File: src/rtl/ram32k_host_arbiter_pkg.sv
// ram32k_host_arbiter_pkg
//   Shared definitions for the 32 KB RAM host/CPU arbiter: FSM state codes
//   and the address bit that selects the RAM region on the 6502 bus.
package ram32k_host_arbiter_pkg;

  // FSM state codes (3-bit encoding kept stable for debug visibility)
  typedef enum logic [2:0] {
    ARB_IDLE = 3'd0,
    ARB_HOLD = 3'd1,
    ARB_HOST = 3'd2,
    ARB_CAPT = 3'd3,
    ARB_ACK  = 3'd4
  } arb_state_e;

  // AB[15]==0 selects the embedded RAM on the 6502 bus
  localparam int RAM_REGION_BIT = 15;

  // Helper for the top level that derives cpu_sel from the full CPU address
  function automatic logic in_ram_region(input logic [15:0] ab);
    return ~ab[RAM_REGION_BIT];
  endfunction

endpackage

File: src/rtl/ram32k_host_arbiter.sv
// ram32k_host_arbiter
//   Shares the 32 KB embedded RAM between the 6502 CPU and a byte-wide host
//   loader port. The RAM clock is never switched: a host request stalls the
//   CPU through RDY, performs one host byte access, puts the CPU address back
//   on the RAM and then raises a level acknowledge (4-phase handshake).
//
//   Ports
//     clk, reset          system clock, synchronous active-high reset
//     rdy_in              external RDY request, ANDed into cpu_rdy
//     cpu_rdy             RDY to the CPU
//     cpu_addr/sel/we/do  CPU RAM-side bus (sel = address in RAM region)
//     ram_addr/we/din     RAM write/address port
//     ram_dout            RAM read data, valid RD_LAT cycles after address
//     host_req/we/addr/di host request (level, held until host_ack)
//     host_hold           bulk mode: keep the CPU stalled between requests
//     host_ack, host_do   level acknowledge and read data (valid with ack)
//
//   Timing (req sampled at edge N): stall_q is high for 2+RD_LAT cycles
//   (HOLD, HOST, RD_LAT x CAPT); host_ack rises on the same edge stall_q
//   falls.
module ram32k_host_arbiter
  import ram32k_host_arbiter_pkg::*;
#(
  parameter int AW     = 15,
  parameter int DW     = 8,
  parameter int RD_LAT = 1
) (
  input  logic          clk,
  input  logic          reset,
  input  logic          rdy_in,
  output logic          cpu_rdy,
  input  logic [AW-1:0] cpu_addr,
  input  logic          cpu_sel,
  input  logic          cpu_we,
  input  logic [DW-1:0] cpu_do,
  output logic [AW-1:0] ram_addr,
  output logic          ram_we,
  output logic [DW-1:0] ram_din,
  input  logic [DW-1:0] ram_dout,
  input  logic          host_req,
  input  logic          host_we,
  input  logic [AW-1:0] host_addr,
  input  logic [DW-1:0] host_di,
  input  logic          host_hold,
  output logic          host_ack,
  output logic [DW-1:0] host_do
);

  localparam int LW = (RD_LAT > 1) ? $clog2(RD_LAT + 1) : 1;
  localparam logic [LW-1:0] LAT_LOAD = LW'(RD_LAT - 1);

  arb_state_e    state, state_nxt;
  logic          stall_q;
  logic [LW-1:0] lat_cnt;
  logic [AW-1:0] host_addr_q;
  logic          host_we_q;
  logic [DW-1:0] host_di_q;
  logic          cpu_rdy_c;
  logic          capt_done;

  assign capt_done = (lat_cnt == '0);

  // ------------------------------------------------------------------
  // State register
  // ------------------------------------------------------------------
  always_ff @(posedge clk) begin
    if (reset) state <= ARB_IDLE;
    else       state <= state_nxt;
  end

  // ------------------------------------------------------------------
  // Next-state logic
  // ------------------------------------------------------------------
  always_comb begin
    state_nxt = state;
    unique case (state)
      ARB_IDLE: if (host_req) state_nxt = ARB_HOLD;
      // one quiet cycle: CPU is already stalled, nothing is written
      ARB_HOLD: state_nxt = ARB_HOST;
      ARB_HOST: state_nxt = ARB_CAPT;
      // a host_req drop here is ignored: the access always completes
      ARB_CAPT: if (capt_done) state_nxt = ARB_ACK;
      // while acked, a still-high req is not a new request
      ARB_ACK:  if (!host_req) state_nxt = ARB_IDLE;
      default:  state_nxt = ARB_IDLE;
    endcase
  end

  // ------------------------------------------------------------------
  // Output logic: RAM mux and CPU RDY
  // ------------------------------------------------------------------
  // host_hold acts combinationally so a bulk loader can freeze the CPU
  // without waiting for the FSM.
  assign cpu_rdy_c = rdy_in & ~stall_q & ~host_hold;
  assign cpu_rdy   = cpu_rdy_c;

  always_comb begin
    ram_addr = cpu_addr;
    ram_din  = cpu_do;
    ram_we   = cpu_we & cpu_sel & cpu_rdy_c;
    if (state == ARB_HOST) begin
      ram_addr = host_addr_q;
      ram_din  = host_di_q;
      ram_we   = host_we_q;
    end
    // a write coinciding with reset must not reach the RAM
    if (reset) ram_we = 1'b0;
  end

  // ------------------------------------------------------------------
  // Datapath registers: request latch, stall, latency counter, ack/data
  // ------------------------------------------------------------------
  always_ff @(posedge clk) begin
    if (reset) begin
      stall_q     <= 1'b0;
      host_ack    <= 1'b0;
      host_do     <= '0;
      lat_cnt     <= '0;
      host_addr_q <= '0;
      host_we_q   <= 1'b0;
      host_di_q   <= '0;
    end else begin
      unique case (state)
        ARB_IDLE: begin
          if (host_req) begin
            host_addr_q <= host_addr;
            host_we_q   <= host_we;
            host_di_q   <= host_di;
            stall_q     <= 1'b1;
          end
        end
        ARB_HOST: lat_cnt <= LAT_LOAD;
        ARB_CAPT: begin
          // the CPU address is back on the RAM during CAPT, so by the time
          // stall_q drops the RAM output is CPU data again
          if (capt_done) begin
            if (!host_we_q) host_do <= ram_dout;
            stall_q  <= 1'b0;
            host_ack <= 1'b1;
          end else begin
            lat_cnt <= lat_cnt - 1'b1;
          end
        end
        ARB_ACK: if (!host_req) host_ack <= 1'b0;
        default: ;
      endcase
    end
  end

endmodule

File: config.mk
export PLATFORM = sky130hd
export DESIGN_NAME = ram32k_host_arbiter
export DESIGN_NICKNAME = d
export VERILOG_FILES = /design/src/rtl/ram32k_host_arbiter_pkg.sv /design/src/rtl/ram32k_host_arbiter.sv
export SDC_FILE = /design/constraint.sdc
export NUM_CORES = 1
export LEC_CHECK = 0
export ABC_AREA = 0
export CAP_MARGIN = 20
export CORE_MARGIN = 1
export CORE_UTILIZATION = 34
export DETAILED_ROUTE_END_ITERATION = 8
export HOLD_SLACK_MARGIN = 0.1
export PLACE_DENSITY = 0.75
export SLEW_MARGIN = 20
export SYNTH_ARGS = -nofsm -noshare
export SYNTH_HDL_FRONTEND = slang
export SYNTH_SLANG_ARGS = --single-unit
File: constraint.sdc
create_clock -name clk -period 1.6 [get_ports clk]
set_input_delay 0.32 -clock clk [delete_from_list [all_inputs] [get_ports clk]]
set_output_delay 0.32 -clock clk [all_outputs]
set_load 0.005 [all_outputs]
==> metrics.yaml <==
outcome:
  outcome: "complete, but fails checks"
  violations: "negative setup slack"
global_route:
  grt_pass1_vias: 1698
  grt_max_degree: 38
  antenna_found_initial: 0
  gr-usage-all-layers: 0.181
  grt_overflow_total: 0
  grt_pass1_wl_mm: 7.42
clock_tree:
  cts_made_buffers: 5
  cts_tree: "yes"
  h-tree-depth: 2
  clk_pin_slew_ns: 0.07
  cts-root-buf: "clkbuf_8"
  cts.path.max_buffers: 2
  clk_latency_ns: 0.29
  clock-sinks: 37
sta:
  worstMarginPinSlew_ns: 0.397
  slew_violations: 0
  hold_viol: 0
  period_needed_ns: 1.96
  fmax_mhz: 511
  max_slew_margin: 0.736
  setup_violations: 24
  post-route-period-util: 1.22
  rsz0062_at_grt: "yes"
  layout_setup_ws_ns: -0.358
  finClkSkew_ns: 0.00600
logic_synthesis:
  ys_top_cells_by_area: "dfxtp_1 43%, mux2_1 12%, nand2_1 10%, a21oi_1 8.2%, mux2i_1 4.7%"
  yosysMostFrequentCell: "nand2_1"
  yosysTopAreaCell: "dfxtp_1"
  synth.mux.area_fraction: 0.197
  synth_nets: 247
  ys_ff_latch: 37
  syn_avg_cell_area_sq_um: 9.29
  synth_edf_count: 0
  yosys_warnings: 0
  synth_top_area_share: 0.431
  ys_top_cells_by_count: "48 x nand2_1, 37 x dfxtp_1, 28 x a21oi_1, 18 x mux2_1, 9 x nor2_1"
  ys_seq_area_frac: 0.431
  syn_area_sq_um: 1720
  synthSimpleGateAreaFrac: 0.199
  synth_flop_cell: "dfxtp_1"
  synthAdderAreaFrac: 0
  synthXorXnorAreaFrac: 0.00509
  synth_top_family_by_area: "simple AND/OR/NAND/NOR gates"
  synthArstFlopShare: 0
  ys_types: 29
  synth_compound_area_frac: 0.0961
  syn-instance-count: 185
setup_path:
  crit_top_cell: "buf_6"
  crit_fanout: 4
  critPathKind: "register to output pin"
  path_buf_inv: 4
  critical_path.top_delay_family: "buffers and inverters"
  path_cells: "nor3b_4 -> buf_6 -> buf_8 -> buf_6 -> mux2_4 -> buf_6"
  end_kind: "output pin"
  critPathLaunchType: "register"
  critPathRequiredTime_ns: 1.28
  slowest_delay_ns: 0.34
  worstPathArrival_ns: 1.64
  cp_slowest_cell: "dfxtp_2"
final_layout:
  diodes: 0
  multi_input_area_sq_um: 961
  final_nets: 357
  layout-drive-gt1-share: 0.291
  fin_cells: 363
  syn2layout_area_growth_pct: 81.1
  regArea_sq_um: 743
  fillers: 407
floorplanning:
  dieArea_sq_um: 5340
  core_area_sq_um: 4790
  start_util: 0.359
  fp.dieW_um: 73.1
  io_pins: 96
  rows: 25
  die_h_um: 73.1
placed_design:
  dp_cells: 344
  hpwl_mm: 3.18
  place_congestion: 0.682
  io_buffers: 95
detailed_routing:
  drt-vias-per-instance: 4.67
  vias: 1695
  routed_wl_mm: 4.98
  drc: 0
  drtAntennaViolNets: 0
  avgRoutedWirePerCell_um: 13.7
  drt_iter0_markers: 26
  first_pass_iters: 4
pwr:
  p_leak_nw: 1.27
  powerDensity_nw_per_um2: 903
  ir_drop_mv: 0.527
  power_mw: 2.81
job:
  drv_cap: 0
worst_hold_path:
  hold_path_class: "register to register"
[per-stage QoR]
stage          hold slack (ns)  utilization  setup TNS (ns)  instance area (sq um)  setup WS (ns)
6_report                 0.458        0.650           -6.91                   3110         -0.358
5_1_grt                  0.478        0.650           -8.14                   3110         -0.413
4_1_cts                  0.461        0.639           -7.02                   3060         -0.366
3_5_place_dp             0.449        0.579          -11.47                   2770         -0.559
3_3_place_gp             0.441        0.579          -11.46                   2770         -0.609
2_1_floorplan            0.433            -          -0.289                   1780        -0.0184
[registers in the layout (all words and copies together) (netlist names)]
signal / count
host_addr_q: 15
host_we_q: 1
host_di_q: 8
stall_q: 1
host_do: 8
state: 3
host_ack: 1
[cells in the final DEF (no fill, tap or decap), types with 2 or more instances in the layout]
master	instances
clkdlybuf4s50_1	68
nand2_1	48
dfxtp_1	35
a21oi_1	28
buf_6	28
mux2_4	23
buf_4	12
nor2_1	9
mux2i_1	8
clkbuf_8	5
buf_8	4
or4b_4	2
bufinv_16	2
buf_2	2
dfxtp_2	2
[worst paths after layout]
path                                    from             end  slack, ns  cells after the start
worst max-delay path                state[2]     ram_addr[0]      -0.36                      6
worst min-delay path            host_di_q[2]    host_di_q[2]       0.46                      2
worst max register to register      state[0]  host_addr_q[5]       0.11                      4
worst min register to register  host_di_q[2]    host_di_q[2]       0.46                      2
[metal layers]
metal | global-route usage | vias up | routed length [um]
met5 | 0 | - | 0
met4 | 0.0501 | 0 | 42
met3 | 0.0732 | 5 | 410
met2 | 0.318 | 70 | 2430
met1 | 0.201 | 774 | 2090
li1 | - | 846 | -
[cells by family after synthesis]
logic type      Yosys count
xor+xnor                  1
simple gates             69
buf+inv                  16
mux                      31
compound gates           31
flops                    37
[worst reg2reg max path, delay by kind of cell, from the launching register on]
kind,cells,cell delay [ns]
and+or+nand+nor,2,0.78
DFF,1,0.34
buffers and inverters,1,0.18
AOI/OAI and AO/OA,1,0.07
[layout make-up]
class                           count  area share
Timing Repair Buffer              117       0.381
Tap cell                           67      0.0269
Clock inverter                      3      0.0209
Multi-Input combinational cell    133       0.309
Clock buffer                        5      0.0221
Sequential cell                    37       0.239
Inverter                            1     0.00121
[where the power goes]
part / switching, mW / internal [mW] / total, mW
combinational: 0.294 / 0.533 / 0.828
sequential: 0.0367 / 0.986 / 1.02
clock: 0.341 / 0.619 / 0.960
total: 0.672 / 2.14 / 2.81
[timing repair]
| item | CTS | global route |
|---|---|---|
| buffers inserted | 8 | 1 |
| hold buffers | 0 | 0 |
| gates resized for setup | 142 | 7 |
| pin swaps | 2 | 3 |
| hold endpoints to repair | 0 | 0 |
| cloned | 2 | 1 |
| setup endpoints to repair | 25 | 25 |
Note: power is estimated with default switching activity, not from simulation.
